===== src/rtl/uart_echo_pkg.sv =====
// Shared definitions for the uart echo path: mode encodings, the CR
// character that triggers a line flush, the transmit FSM state type and
// the per-byte case transform.
package uart_echo_pkg;

    localparam logic [1:0] MODE_PASS  = 2'd0;
    localparam logic [1:0] MODE_UPPER = 2'd1;
    localparam logic [1:0] MODE_LOWER = 2'd2;
    localparam logic [1:0] MODE_LINE  = 2'd3;

    localparam logic [7:0] CHAR_CR = 8'h0D;

    typedef enum logic [1:0] {
        ST_IDLE      = 2'd0,
        ST_WAIT_BUSY = 2'd1,
        ST_WAIT_DONE = 2'd2
    } echo_state_t;

    // Case transform applied as a byte enters the FIFO; non-letters pass through.
    function automatic logic [7:0] xform_byte(input logic [1:0] mode, input logic [7:0] b);
        logic [7:0] r;
        r = b;
        if (mode == MODE_UPPER && b >= 8'h61 && b <= 8'h7A) begin
            r = b - 8'h20;
        end else if (mode == MODE_LOWER && b >= 8'h41 && b <= 8'h5A) begin
            r = b + 8'h20;
        end
        return r;
    endfunction

endpackage


===== src/rtl/uart_echo_fifo_sync_fifo.sv =====
// Generic synchronous FIFO, power-of-two depth.
// Ports: clk, rst_n (sync, active low), push/wdata, pop, head_c (combinational
// head-of-queue data), full, empty, level (registered occupancy).
// A push while full or a pop while empty is ignored.
module sync_fifo #(
    parameter int unsigned DEPTH = 16,
    parameter int unsigned WIDTH = 8
) (
    input  logic                       clk,
    input  logic                       rst_n,
    input  logic                       push,
    input  logic [WIDTH-1:0]           wdata,
    input  logic                       pop,
    output logic [WIDTH-1:0]           head_c,
    output logic                       full,
    output logic                       empty,
    output logic [$clog2(DEPTH):0]     level
);
    localparam int unsigned AW = (DEPTH > 1) ? $clog2(DEPTH) : 1;
    localparam int unsigned LW = $clog2(DEPTH) + 1;

    logic [WIDTH-1:0] mem [DEPTH];
    logic [AW-1:0]    wr_ptr;
    logic [AW-1:0]    rd_ptr;
    logic [LW-1:0]    level_next;
    logic             do_push;
    logic             do_pop;

    assign do_push = push && !full;
    assign do_pop  = pop && !empty;
    assign head_c  = mem[rd_ptr];

    // Occupancy update; simultaneous push and pop leaves it unchanged.
    always_comb begin
        level_next = level;
        case ({do_push, do_pop})
            2'b10:   level_next = level + LW'(1);
            2'b01:   level_next = level - LW'(1);
            default: level_next = level;
        endcase
    end

    // Storage array, no reset needed.
    always_ff @(posedge clk) begin
        if (do_push) begin
            mem[wr_ptr] <= wdata;
        end
    end

    // Pointers wrap naturally because DEPTH is a power of two.
    always_ff @(posedge clk) begin
        if (!rst_n) begin
            wr_ptr <= '0;
            rd_ptr <= '0;
            level  <= '0;
            full   <= 1'b0;
            empty  <= 1'b1;
        end else begin
            if (do_push) wr_ptr <= wr_ptr + AW'(1);
            if (do_pop)  rd_ptr <= rd_ptr + AW'(1);
            level <= level_next;
            full  <= (level_next == LW'(DEPTH));
            empty <= (level_next == '0);
        end
    end

endmodule


===== src/rtl/uart_echo_fifo.sv =====
// Echo engine between the uart receive and transmit byte interfaces.
// Received bytes are case-transformed, queued and replayed to the transmitter
// one at a time with a tx_start/tx_busy handshake.
// Ports: clk, rst_n (sync active low), mode, rx_valid/rx_data/rx_error,
// tx_start/tx_data/tx_busy, fifo_level, overflow, timeout, err_count,
// rx_count, tx_count.
// Build option: define ECHO_STATS_EN to get live rx_count/tx_count counters;
// otherwise both ports read 0.
module uart_echo_fifo
    import uart_echo_pkg::*;
#(
    parameter int unsigned DEPTH        = 16,
    parameter int unsigned CNT_WIDTH    = 16,
    parameter int unsigned BUSY_TIMEOUT = 16
) (
    input  logic                    clk,
    input  logic                    rst_n,
    input  logic [1:0]              mode,
    input  logic                    rx_valid,
    input  logic [7:0]              rx_data,
    input  logic                    rx_error,
    output logic                    tx_start,
    output logic [7:0]              tx_data,
    input  logic                    tx_busy,
    output logic [$clog2(DEPTH):0]  fifo_level,
    output logic                    overflow,
    output logic                    timeout,
    output logic [CNT_WIDTH-1:0]    err_count,
    output logic [CNT_WIDTH-1:0]    rx_count,
    output logic [CNT_WIDTH-1:0]    tx_count
);
    localparam int unsigned TW = $clog2(BUSY_TIMEOUT + 1);

    echo_state_t   state, state_next;
    logic [7:0]    wdata;
    logic [7:0]    head_c;
    logic          full, empty;
    logic          push_c, pop_c;
    logic          drain_en;
    logic          flush, flush_next;
    logic          tx_start_next;
    logic [7:0]    tx_data_next;
    logic          timeout_next;
    logic [TW-1:0] wait_cnt, wait_cnt_next;

    assign wdata  = xform_byte(mode, rx_data);
    // Full is judged on the occupancy before this cycle, so a pop cannot make room.
    assign push_c = rx_valid && !rx_error && !full;

    sync_fifo #(.DEPTH(DEPTH), .WIDTH(8)) u_fifo (
        .clk    (clk),
        .rst_n  (rst_n),
        .push   (push_c),
        .wdata  (wdata),
        .pop    (pop_c),
        .head_c (head_c),
        .full   (full),
        .empty  (empty),
        .level  (fifo_level)
    );

    // Line mode holds bytes until a CR arrives or the FIFO fills, then drains to empty.
    always_comb begin
        flush_next = flush;
        if (mode != MODE_LINE) begin
            flush_next = 1'b0;
        end else if ((push_c && wdata == CHAR_CR) || full) begin
            flush_next = 1'b1;
        end else if (empty) begin
            flush_next = 1'b0;
        end
    end

    assign drain_en = !empty && ((mode != MODE_LINE) || flush);

    // Transmit handshake FSM: next state and registered-output next values.
    always_comb begin
        state_next    = state;
        tx_start_next = 1'b0;
        tx_data_next  = tx_data;
        timeout_next  = timeout;
        wait_cnt_next = wait_cnt;
        pop_c         = 1'b0;
        case (state)
            ST_IDLE: begin
                if (drain_en && !tx_busy) begin
                    pop_c         = 1'b1;
                    tx_start_next = 1'b1;
                    tx_data_next  = head_c;
                    wait_cnt_next = '0;
                    state_next    = ST_WAIT_BUSY;
                end
            end
            ST_WAIT_BUSY: begin
                if (tx_busy) begin
                    state_next = ST_WAIT_DONE;
                end else if (wait_cnt == TW'(BUSY_TIMEOUT - 1)) begin
                    // Transmitter never took the byte; give up on it.
                    timeout_next = 1'b1;
                    state_next   = ST_IDLE;
                end else begin
                    wait_cnt_next = wait_cnt + TW'(1);
                end
            end
            ST_WAIT_DONE: begin
                if (!tx_busy) begin
                    state_next = ST_IDLE;
                end
            end
            default: state_next = ST_IDLE;
        endcase
    end

    // State, handshake outputs and error tracking.
    always_ff @(posedge clk) begin
        if (!rst_n) begin
            state     <= ST_IDLE;
            tx_start  <= 1'b0;
            tx_data   <= '0;
            timeout   <= 1'b0;
            wait_cnt  <= '0;
            flush     <= 1'b0;
            overflow  <= 1'b0;
            err_count <= '0;
        end else begin
            state    <= state_next;
            tx_start <= tx_start_next;
            tx_data  <= tx_data_next;
            timeout  <= timeout_next;
            wait_cnt <= wait_cnt_next;
            flush    <= flush_next;
            if (rx_valid && !rx_error && full) begin
                overflow <= 1'b1;
            end
            if (rx_valid && rx_error && (err_count != '1)) begin
                err_count <= err_count + CNT_WIDTH'(1);
            end
        end
    end

`ifdef ECHO_STATS_EN
    logic [CNT_WIDTH-1:0] rx_cnt_q, tx_cnt_q;

    // Saturating accepted/completed byte counters.
    always_ff @(posedge clk) begin
        if (!rst_n) begin
            rx_cnt_q <= '0;
            tx_cnt_q <= '0;
        end else begin
            if (push_c && (rx_cnt_q != '1)) begin
                rx_cnt_q <= rx_cnt_q + CNT_WIDTH'(1);
            end
            if (state == ST_WAIT_DONE && !tx_busy && (tx_cnt_q != '1)) begin
                tx_cnt_q <= tx_cnt_q + CNT_WIDTH'(1);
            end
        end
    end

    assign rx_count = rx_cnt_q;
    assign tx_count = tx_cnt_q;
`else
    assign rx_count = '0;
    assign tx_count = '0;
`endif

endmodule

===== config.mk =====
export PLATFORM = sky130hd
export DESIGN_NAME = uart_echo_fifo
export DESIGN_NICKNAME = d
export VERILOG_FILES = /design/src/rtl/uart_echo_pkg.sv /design/src/rtl/uart_echo_fifo_sync_fifo.sv /design/src/rtl/uart_echo_fifo.sv
export SDC_FILE = /design/constraint.sdc
export NUM_CORES = 1
export LEC_CHECK = 0
export ABC_CLOCK_PERIOD_IN_PS = 5100
export BUFFER_PORTS_ARGS = -buffer_cell sky130_fd_sc_hd__buf_2
export CAP_MARGIN = 15
export CORE_ASPECT_RATIO = 0.9
export CORE_UTILIZATION = 60
export DETAILED_ROUTE_END_ITERATION = 6
export PLACE_DENSITY = 0.89
export SLEW_MARGIN = 20
export SYNTH_ARGS = -nofsm -noshare
export SYNTH_HDL_FRONTEND = slang
export SYNTH_SLANG_ARGS = --single-unit

===== constraint.sdc =====
create_clock -name clk -period 5.1 [get_ports clk]
set_input_delay 1.02 -clock clk [delete_from_list [all_inputs] [get_ports clk]]
set_output_delay 1.02 -clock clk [all_outputs]
set_load 0.02 [all_outputs]

Yosys cells after proc, flatten, opt, wreduce, memory -nomap -nowiden --
Memories as Yosys holds them, arrays and structs flattened. A register that Yosys moved wholly into a read port is not among the register bits. Cells that the tools add are included.
Storage, ports and cells: register bits after elaboration 42, bits in writable memories 128, bits of input ports 15, output and inout port bits 64, word-level logic and storage cells 91, memories 1
Memories:
- u_fifo.mem | depth 16, width 8, rd ports 1, clocked after memory_dff 1, wr ports 1, RTL line uart_echo_fifo_sync_fifo.sv:22 | logic [WIDTH-1:0] mem [DEPTH];
Operators by class: add/sub/neg operators 8, magnitude comparators 4, equal/unequal tests 16, muxes and demuxes 18, bitwise logic cells 2, reduce and logical (&&, ||, !) cells 30
Operators with widths (number):
- 5-bit case mux with 2 select lines | 2
- 16-bit by 1-bit adder with 16-bit output (second input constant) | 1
- 8-bit by 7-bit >= comparator with 1-bit output (second input constant) | 2
- 8-bit by 7-bit <= comparator with 1-bit output (second input constant) | 2
- 8-bit 2-to-1 mux | 2
- 16-bit inequality test (second input constant) | 1
- 5-bit 2-to-1 mux | 3
- 1-bit logical AND | 14
- 5-bit by 1-bit adder with 5-bit output (second input constant) | 2
- 2-bit inequality test (second input constant) | 5
- 4-bit by 1-bit adder with 4-bit output (second input constant) | 2
- 8-bit by 6-bit adder with 8-bit output (second input constant) | 1
- 8-bit by 4-bit == test with 1-bit output (second input constant) | 1
- 2-bit 2-to-1 mux | 4
- 8-bit by 6-bit subtractor with 8-bit output (second input constant) | 1
- 2-bit by 1-bit == test with 1-bit output (second input constant) | 3
- 2-bit == test (second input constant) | 3
- 1-bit 2-to-1 mux | 6
- 2-bit case mux with 3 select lines | 1
- 3-bit AND reduction | 2
- 5-bit by 4-bit == test with 1-bit output (second input constant) | 1
- 5-bit == test (second input constant) | 1
- 1-bit zero test | 5
- 5-bit zero test | 1
- other kinds (9) | 12

Depth between registers and ports, before layout --
Gate-level depths: netlist (run 1).
depth in word-level cells 10, depth in mapped cells 11, mapped depth without buffers 9

Cells and area by module --
From an unflattened synthesis (run 1), not the netlist that was laid out.
Second synthesis, totals: cell total of the unflattened synthesis 549, area, all modules 7958.9 um^2
Modules (own cells, without submodules):
- sync_fifo | times used 1, cells each 302, area an instance 5938.2 um^2, seq. area each 4224.1 um^2
- uart_echo_fifo | times used 1, cells each 247, area an instance 2020.7 um^2, seq. area each 700.7 um^2

Worst setup path after synthesis (run 1) --
Ideal clock, no wire load.
path type in2reg, from in tx_busy, to reg u_fifo.level[4], library setup time 0.058 ns, arrival time 3.392 ns, data required time 5.042 ns, setup slack 1.650 ns, stages on the path 11, path buffers 2, cell sequence nor4_1 o21a_1 clkbuf_1 clkbuf_1 ha_1 ha_1 a21o_1 a21oi_1 xnor2_1 nor4bb_1 or2_2
On the way: word-level cells in the longest chain between the ends 7, elaborated cells on any way between the ends 8, classes of those cells 2 x eq/ne; 3 x mux; 3 x reduce/logical
Ends and longest elaborated chain:
- start: declaration | RTL line uart_echo_fifo.sv:24 | input logic tx_busy,
- 1-bit zero test (*)
- 1-bit logical AND (*) | RTL line uart_echo_fifo.sv:86 | if (drain_en && !tx_busy) begin
- 1-bit 2-to-1 mux (*) | RTL line uart_echo_fifo.sv:86
- 1-bit 2-to-1 mux (*) | RTL line uart_echo_fifo.sv:84 | case (state)
- 1-bit logical AND (*) | RTL line uart_echo_fifo_sync_fifo.sv:30 | assign do_pop = pop && !empty;
- named net u_fifo.do_pop | RTL line uart_echo_fifo_sync_fifo.sv:27 | logic do_pop;
- 2-bit by 1-bit == test with 1-bit output / 2-bit == test (equally long branches) | RTL line uart_echo_fifo_sync_fifo.sv:36 | case ({do_push, do_pop})
- 5-bit case mux with 2 select lines (*) | RTL line uart_echo_fifo_sync_fifo.sv:36
- end signal: assignment | RTL line uart_echo_fifo_sync_fifo.sv:61 | level <= level_next;
- end: declaration | RTL line uart_echo_fifo_sync_fifo.sv:17 | output logic [$clog2(DEPTH):0] level
Mark *: on every way through the listed nets, which the timed path passes. The rest lies on a longest branch. A chain may end at the register's enable or synchronous reset.

Final worst setup path (run 1) --
from in tx_busy, to reg u_fifo.empty
On the way: word-level cells in the longest chain between the ends 8, elaborated cells on any way between the ends 9, classes of those cells 2 x eq/ne; 3 x mux; 4 x reduce/logical
Ends and longest elaborated chain:
- 1-bit zero test (*)
- 1-bit logical AND (*) | RTL line uart_echo_fifo.sv:86
- 1-bit 2-to-1 mux (*) | RTL line uart_echo_fifo.sv:86
- 1-bit 2-to-1 mux (*) | RTL line uart_echo_fifo.sv:84
- 1-bit logical AND (*) | RTL line uart_echo_fifo_sync_fifo.sv:30
- 2-bit by 1-bit == test with 1-bit output / 2-bit == test (equally long branches) | RTL line uart_echo_fifo_sync_fifo.sv:36
- 5-bit case mux with 2 select lines (*) | RTL line uart_echo_fifo_sync_fifo.sv:36
- 5-bit zero test (*) | RTL line uart_echo_fifo_sync_fifo.sv:63 | empty <= (level_next == '0);
- end signal: assignment | RTL line uart_echo_fifo_sync_fifo.sv:63
- end: declaration | RTL line uart_echo_fifo_sync_fifo.sv:16 | output logic empty,
Every way passes the cells marked *; elsewhere a longest branch is shown, timed or not.

==> results of run 1 <==
## logic make-up after synthesis
| group | after synthesis | synth area share |
|---|---|---|
| other | 1 | 0.0004901 |
| muxes | 40 | 0.1047 |
| and+or+nand+nor | 137 | 0.09616 |
| DFF | 178 | 0.6332 |
| adders and majority gates | 16 | 0.02715 |
| buffers and inverters | 64 | 0.04808 |
| AOI/OAI and AO/OA | 66 | 0.06623 |
| xor gates and xnor gates | 21 | 0.02404 |
## area by class of cell
| class | instances | area [µm²] |
|---|---|---|
| Clock inverter | 12 | 115.1 |
| Multi-Input combinational cell | 312 | 2572 |
| Sequential cell | 178 | 4847 |
| Fill cell | 724 | 3746 |
| Inverter | 9 | 33.78 |
| Tap cell | 160 | 200.2 |
| Clock buffer | 20 | 436.7 |
| Timing Repair Buffer | 51 | 267.8 |
## how the worst max path moves through the flow
stage                        from                          to  slack (ns)  cells after the start
final                     tx_busy     u_fifo.empty$_SDFF_PN1_        1.61                     10
after global routing      tx_busy     u_fifo.empty$_SDFF_PN1_        1.33                     10
after CTS                 tx_busy     u_fifo.empty$_SDFF_PN1_        1.67                     10
after detailed placement  tx_busy     u_fifo.empty$_SDFF_PN1_        1.17                     10
after global placement    tx_busy     u_fifo.empty$_SDFF_PN1_        1.36                     10
after floorplan           tx_busy  u_fifo.level[4]$_SDFF_PN0_        1.65                     11
## state kept, by name, summed over array words and instances, names as in the netlist
| signal | cells |
|---|---|
| wait_cnt | 5 |
| u_fifo.wr_ptr | 4 |
| overflow | 1 |
| u_fifo.level | 5 |
| u_fifo.rd_ptr | 4 |
| state | 2 |
| u_fifo.full | 1 |
| u_fifo.mem | 128 |
| tx_data | 8 |
| flush | 1 |
| err_count | 16 |
| u_fifo.empty | 1 |
| timeout | 1 |
| tx_start | 1 |
## worst max-delay path, cell delays in order
cell	delay [ns]
buf_2	0.14
nor4_1	0.20
o21a_1	0.64
ha_1	0.41
ha_1	0.32
a21o_1	0.20
a21oi_1	0.17
xnor2_1	0.15
nor4bb_1	0.40
a211oi_1	0.11
## routing by layer
| metal | wire [µm] | global-route usage | part of all wire |
|---|---|---|---|
| met5 | 0 | 0 | 0 |
| met4 | 405 | 0.1129 | 0.024 |
| met3 | 1403 | 0.07897 | 0.083 |
| met2 | 8539 | 0.4420 | 0.50 |
| met1 | 6607 | 0.3531 | 0.39 |
## through the flow
stage	power (W)	std cells	instance area [µm²]	utilization
4_1_cts	0.003140	742	8466	0.6928
2_1_floorplan	0.001858	554	7767	-
3_5_place_dp	0.001926	710	7914	0.6477
5_1_grt	0.003221	742	8473	0.6934
6_report	0.003133	742	8473	0.6934
3_3_place_gp	0.001909	710	7904	0.6468
## cells in the final DEF, fill, tap and decap left out, drive strengths merged, types with 3 or more instances in the layout
cell type / instances
nor3: 7
nor2: 21
o21a: 3
conb: 32
a21oi: 12
and3: 4
edfxtp: 128
nand3: 5
buf: 51
mux4: 32
a21o: 3
clkbuf: 20
clkinvlp: 3
nor4: 3
ha: 15
a22o: 8
a31oi: 3
inv: 10
a221oi: 8
nand4: 7
nand2b: 9
a211oi: 3
dfxtp: 50
o22ai: 8
xor2: 8
mux2i: 8
xnor2: 13
nand2: 36
nor2b: 15
and2: 16
and4: 3
clkinv: 6
## power by group
part	leakage [nW]	internal [W]	total, W	switching, W
sequential	1.56	0.00158	0.00161	0.0000347
clock	0.263	0.000713	0.00123	0.000519
combinational	1.25	0.000117	0.000290	0.000173
==> run_results.csv, run 1 <==
group,metric,value,unit
worst_setup_path,crit_type,"primary input to flip-flop",
cts,cts-buffers-inserted,17,
min_path,hold_path_class,"flip-flop to flip-flop",
sta,relSlewSlack,0.3677,
drt,first_pass_iters,5,
floorplan,coreArea,12220,µm²
power_and_ir_drop,power_leakage,3.072,nW
logic_synthesis,yosys_warnings,0,
min_path,holdPathEnd,"tx_data[7]$_SDFFE_PN0N_",
logic_synthesis,synth_cell_types,59,
logic_synthesis,async_reset_ff_frac,0,
cts,clockBufferDepth,2,
logic_synthesis,synth.most_common_cell,"edfxtp_1",
sta,worst_slew_pin_slew,0.9450,ns
power_and_ir_drop,power.density,369.8,nW/µm²
worst_setup_path,crit_fanout,16,
logic_synthesis,synth_ff_type,"edfxtp_1",
worst_setup_path,r2r_start,"state[1]$_SDFFE_PN0P_",
logic_synthesis,syn_area_per_cell,14.63,µm²
floorplan,die_area,13210,µm²
cts,holdBufCountCts,0,
grt,grt_pass1_vias,4519,
sta,setup_tns,0,ns
place,place_hpwl,10060,µm
logic_synthesis,syn-cell-area,7651,µm²
min_path,holdPathStages,2,
layout,syn_to_final_growth,10.74,%
floorplan,ios,79,
worst_setup_path,reg2reg_to,"u_fifo.empty$_SDFF_PN1_",
cts,clock-sinks,178,
status,outcome,"complete, no violations",
drt,drt_iter0_markers,475,
place,routabilityCongestion,0.8120,
drt,drt_wl_total,16960,µm
place,post-place-ws,1.175,ns
run,maxCapViolCount,0,
min_path,min_from,"tx_data[7]$_SDFFE_PN0N_",
worst_setup_path,crit_required,5.37,ns
sta,grt_setup_unrepaired,"false",
grt,grt_overflow,0,
worst_setup_path,r2r_cells,9,
drt,drc_errors,0,
sta,hold_viol_final,0,
grt,grt_max_degree,40,
place,io_buffers,46,
sta,drv_slew,0,
grt,grt_antenna_before_repair,0,
sta,fin_crit_sh,0.6843,
layout,layout-drive-gt1-share,0.2113,
drt,vias,4716,
logic_synthesis,ys_seq_elements,178,
cts,ctsResizeCount,0,
worst_setup_path,reg2reg_slack,1.91,ns
logic_synthesis,synth.area.top_cells,"edfxtp_1 (50%), dfxtp_1 (13%), mux4_2 (9.4%)",
cts,root_buffer,"clkbuf_16",
drt,wl_per_cell,22.85,µm
floorplan,die_w,121.0,µm
layout,nets,600,
cts,clkLatencyLatePin,0.43,ns
logic_synthesis,synth_enable_flop_cells,128,
logic_synthesis,synth_seq_area_share,0.6332,
sta,clock.fmax,286.5,MHz
layout,num_antenna_cells,0,
grt,grt_pass1_wl,25660,µm
logic_synthesis,synthTopCellsByCount,"edfxtp_1 (128), dfxtp_1 (50), nand2_1 (36), buf_4 (33), mux4_2 (32)",
logic_synthesis,synthCells,523,
drt,viasPerCell,6.356,
sta,hold_slack,0.4757,ns
logic_synthesis,synth_top_area_frac,0.5024,
worst_setup_path,crit_path_start_kind,"primary input",
cts,htree_levels,4,
floorplan,rows,38,
power_and_ir_drop,irDropWorstVdd,0.0003155,V
grt,grt.total_usage,0.2746,
sta,finalClockSkew,0.007988,ns
floorplan,initial_core_util,0.6262,
floorplan,die_h,109.1,µm
cts,cts_tree,"yes",
cts,cts_setup_buffers,0,
drt,ant_nets,0,
logic_synthesis,yosysTopAreaCell,"edfxtp_1",
sta,period_needed,3.490,ns
worst_setup_path,arrival,3.76,ns
worst_setup_path,crit_path_end_kind,"flip-flop",
sta,setup_slack,1.610,ns
cts,clkTransAtPathRegs,0.06,ns
sta,setup_viol,0,
Note: power is estimated with default switching activity, not from simulation.
==> run 2, diff against run 1 <==
--- a/config.mk
+++ b/config.mk
@@ -5,13 +5,14 @@
 export SDC_FILE = /design/constraint.sdc
 export NUM_CORES = 1
 export LEC_CHECK = 0
-export ABC_CLOCK_PERIOD_IN_PS = 5100
+export ABC_AREA = 1
+export ABC_CLOCK_PERIOD_IN_PS = 3100
 export BUFFER_PORTS_ARGS = -buffer_cell sky130_fd_sc_hd__buf_2
 export CAP_MARGIN = 15
 export CORE_ASPECT_RATIO = 0.9
-export CORE_UTILIZATION = 60
+export CORE_UTILIZATION = 53
 export DETAILED_ROUTE_END_ITERATION = 6
-export PLACE_DENSITY = 0.89
+export PLACE_DENSITY = 0.84
 export SLEW_MARGIN = 20
 export SYNTH_ARGS = -nofsm -noshare
 export SYNTH_HDL_FRONTEND = slang
==> constraint.sdc (replaced) <==
create_clock -name clk -period 3.1 [get_ports clk]
set_input_delay 0.62 -clock clk [delete_from_list [all_inputs] [get_ports clk]]
set_output_delay 0.62 -clock clk [all_outputs]
set_load 0.02 [all_outputs]
==> run_results.csv, run 2 <==
group,metric,value,unit
run,maxCapViolCount,0,
worst_setup_path,arrival,2.63,ns
cts,cts_tree,"yes",
grt,grt_overflow,0,
place,place_hpwl,11210,µm
logic_synthesis,synthMuxAreaShare,0.008876,
floorplan,ios,79,
logic_synthesis,synth_compound_area_frac,0.1046,
drt,drt_iter0_markers,726,
layout,postLayoutCoreUtil,0.6110,
layout,reg.largest.list,"u_fifo.mem (128), err_count (16), tx_data (8)",
floorplan,rows,41,
place,post-place-ws,0.4133,ns
cts,cts_setup_buffers,0,
layout,final_common_cell,"nor2_1",
drt,ant_nets,0,
worst_setup_path,r2r_start,"state[1]$_SDFFE_PN0P_",
logic_synthesis,synthSimpleGateAreaFrac,0.1588,
power_and_ir_drop,power_leakage,3.225,nW
worst_setup_path,r2r_cells,11,
cts,cts-buffers-inserted,17,
floorplan,die_h,117.8,µm
layout,final_cell_mix,"nor2_1 (137), edfxtp_1 (128), nand2_1 (87), o21ai_0 (67), dfxtp_1 (49)",
logic_synthesis,synth_adder_area_share,0.02631,
cts,root_buffer,"clkbuf_16",
grt,grt.total_usage,0.2407,
grt,grt_pass1_wl,27750,µm
sta,clock.fmax,427.1,MHz
logic_synthesis,syn_area_per_cell,10.27,µm²
logic_synthesis,synth.most_common_cell,"nor2_1",
worst_setup_path,crit_path_start_kind,"flip-flop",
worst_setup_path,crit_fanout,6,
sta,relSlewSlack,0.4775,
sta,period_needed,2.342,ns
power_and_ir_drop,power.density,611.8,nW/µm²
drt,drc_errors,0,
layout,largest_register_ffs,128,
floorplan,coreArea,14260,µm²
floorplan,die_area,15390,µm²
logic_synthesis,yosys_warnings,0,
logic_synthesis,async_reset_ff_frac,0,
logic_synthesis,ys_seq_elements,178,
power_and_ir_drop,irDropWorstVdd,0.0004048,V
sta,finalClockSkew,0.006625,ns
logic_synthesis,synth_top_family_by_area,"simple AND/OR/NAND/NOR gates",
grt,grt_pass1_vias,5367,
place,routabilityCongestion,0.8491,
cts,holdBufCountCts,0,
place,io_buffers,46,
worst_setup_path,crit_required,3.39,ns
worst_setup_path,reg2reg_slack,0.76,ns
cts,clock-sinks,178,
cts,clkLatencyLatePin,0.43,ns
sta,fin_crit_sh,0.7553,
grt,grt_antenna_before_repair,1,
sta,setup_slack,0.7584,ns
sta,grt_setup_unrepaired,"false",
min_path,holdPathStages,3,
sta,worst_slew_pin_slew,0.7809,ns
cts,ctsResizeCount,0,
drt,drt_wl_total,17480,µm
worst_setup_path,critPathMaxStageDelay,0.34,ns
logic_synthesis,yosysTopAreaCell,"edfxtp_1",
sta,setup_tns,0,ns
cts,clockBufferDepth,2,
drt,wl_per_cell,17.20,µm
cts,htree_levels,4,
logic_synthesis,synthTopCellsByCount,"nor2_1 (137), edfxtp_1 (128), nand2_1 (87), o21ai_0 (67), dfxtp_1 (50)",
cts,clkTransAtPathRegs,0.07,ns
worst_setup_path,worstSetupStartpoint,"state[1]$_SDFFE_PN0P_",
logic_synthesis,synth_ff_type,"edfxtp_1",
layout,num_antenna_cells,0,
floorplan,die_w,130.6,µm
logic_synthesis,synth_seq_area_share,0.6137,
drt,vias,5731,
worst_setup_path,path_cells,"nor2_1, nand4_1, inv_1, ha_1, ha_1, a21oi_1, nand2_1, a21oi_1, o21ai_0, xor2_1, o21ai_0",
grt,grt_max_degree,60,
floorplan,initial_core_util,0.5535,
logic_synthesis,syn-cell-area,7894,µm²
layout,regMostFlops,"u_fifo.mem",
layout,nets,841,
logic_synthesis,synthXorXnorAreaFrac,0.009986,
sta,drv_slew,0,
logic_synthesis,synth_top_area_frac,0.4869,
worst_setup_path,reg2reg_to,"u_fifo.empty$_SDFF_PN1_",
sta,hold_viol_final,0,
logic_synthesis,synthCells,769,
logic_synthesis,synth.area.top_cells,"edfxtp_1 (49%), dfxtp_1 (13%), nor2_1 (6.5%)",
min_path,hold_path_class,"primary input to flip-flop",
status,outcome,"complete, no violations",
logic_synthesis,synth_cell_types,35,
layout,syn_to_final_growth,10.38,%
min_path,min_from,"mode[1]",
drt,first_pass_iters,5,
sta,setup_viol,0,
worst_setup_path,crit_type,"flip-flop to flip-flop",
layout,layout-drive-gt1-share,0.1191,
drt,viasPerCell,5.641,
worst_setup_path,cpMaxStageDelayCell,"ha_1",
min_path,holdPathEnd,"flush$_SDFFE_PP0P_",
worst_setup_path,crit_path_end_kind,"flip-flop",
logic_synthesis,synth_enable_flop_cells,128,
==> run 2: changes by cell type after synthesis, moves of 15 or more <==
cell / change
nor2_1: +116
o21ai_0: +65
nand2_1: +51
nand3_1: +38
inv_1: +37
mux4_2: -32
and2_1: -16
o211ai_1: +16
nor2b_1: -15
==> run 2: how the worst max path moves through the flow <==
stage | end | slack, ns | cells past startpoint
after detailed placement | u_fifo.empty$_SDFF_PN1_ | 0.41 | 12
after floorplan | u_fifo.full$_SDFF_PN0_ | 0.83 | 12
final | u_fifo.empty$_SDFF_PN1_ | 0.76 | 11
after global routing | u_fifo.full$_SDFF_PN0_ | 0.53 | 13
after CTS | u_fifo.empty$_SDFF_PN1_ | 0.78 | 11
after global placement | u_fifo.full$_SDFF_PN0_ | 0.50 | 13
==> run 2: through the flow <==
stage / instances / total power [W] / hold WS, ns / cell area, µm²
after floorplan: 800 / 0.003120 / 0.4453 / 8010
after global placement: 984 / 0.003234 / 0.4361 / 8129
after detailed placement: 984 / 0.003254 / 0.4420 / 8129
after CTS: 1016 / 0.005327 / 0.4350 / 8713
after global routing: 1016 / 0.005494 / 0.4838 / 8713
final: 1016 / 0.005331 / 0.4437 / 8713
==> run 2: layout make-up <==
cell class,count,area [µm²]
Inverter,53,202.7
Tap cell,193,241.5
Clock buffer,17,425.4
Sequential cell,178,4846
Clock inverter,15,158.9
Fill cell,1138,5548
Multi-Input combinational cell,507,2556
Timing Repair Buffer,53,282.8
==> run 2: metal layers <==
metal / track usage / routed length, µm / share of wire / vias up
li1: - / - / - / 2697
met1: 0.3293 / 7119 / 0.41 / 2720
met2: 0.3704 / 8492 / 0.49 / 278
met3: 0.05909 / 1473 / 0.084 / 36
met4: 0.08908 / 395 / 0.023 / 0
met5: 0 / 0 / 0 / -
==> run 2: cell families (layout without fill, tap and decap cells) <==
logic type               Yosys count  count (layout)
adder cells (fa/ha/maj)           16              16
multiplexers                       7               7
buffers and inverters            115             138
AO/OA/AOI/OAI                    142             142
flip-flops                       178             178
other                              1              32
XOR/XNOR                           9               9
AND/OR/NAND/NOR                  301             301
==> run 2: worst max-delay path, delay by kind of cell, from the launching register on <==
family                     cells  cell delay, ns
buffers and inverters          1            0.21
AOI/OAI and AO/OA              4            0.52
xor gates and xnor gates       1            0.18
adders and majority gates      2            0.66
and+or+nand+nor                3            0.31
DFF                            1            0.33
==> run 2: power breakdown <==
group	total, W	internal [W]	switching [W]
clock	0.00212	0.00119	0.000923
combinational	0.000560	0.000156	0.000404
sequential	0.00265	0.00260	0.0000507
total	0.00533	0.00395	0.00138
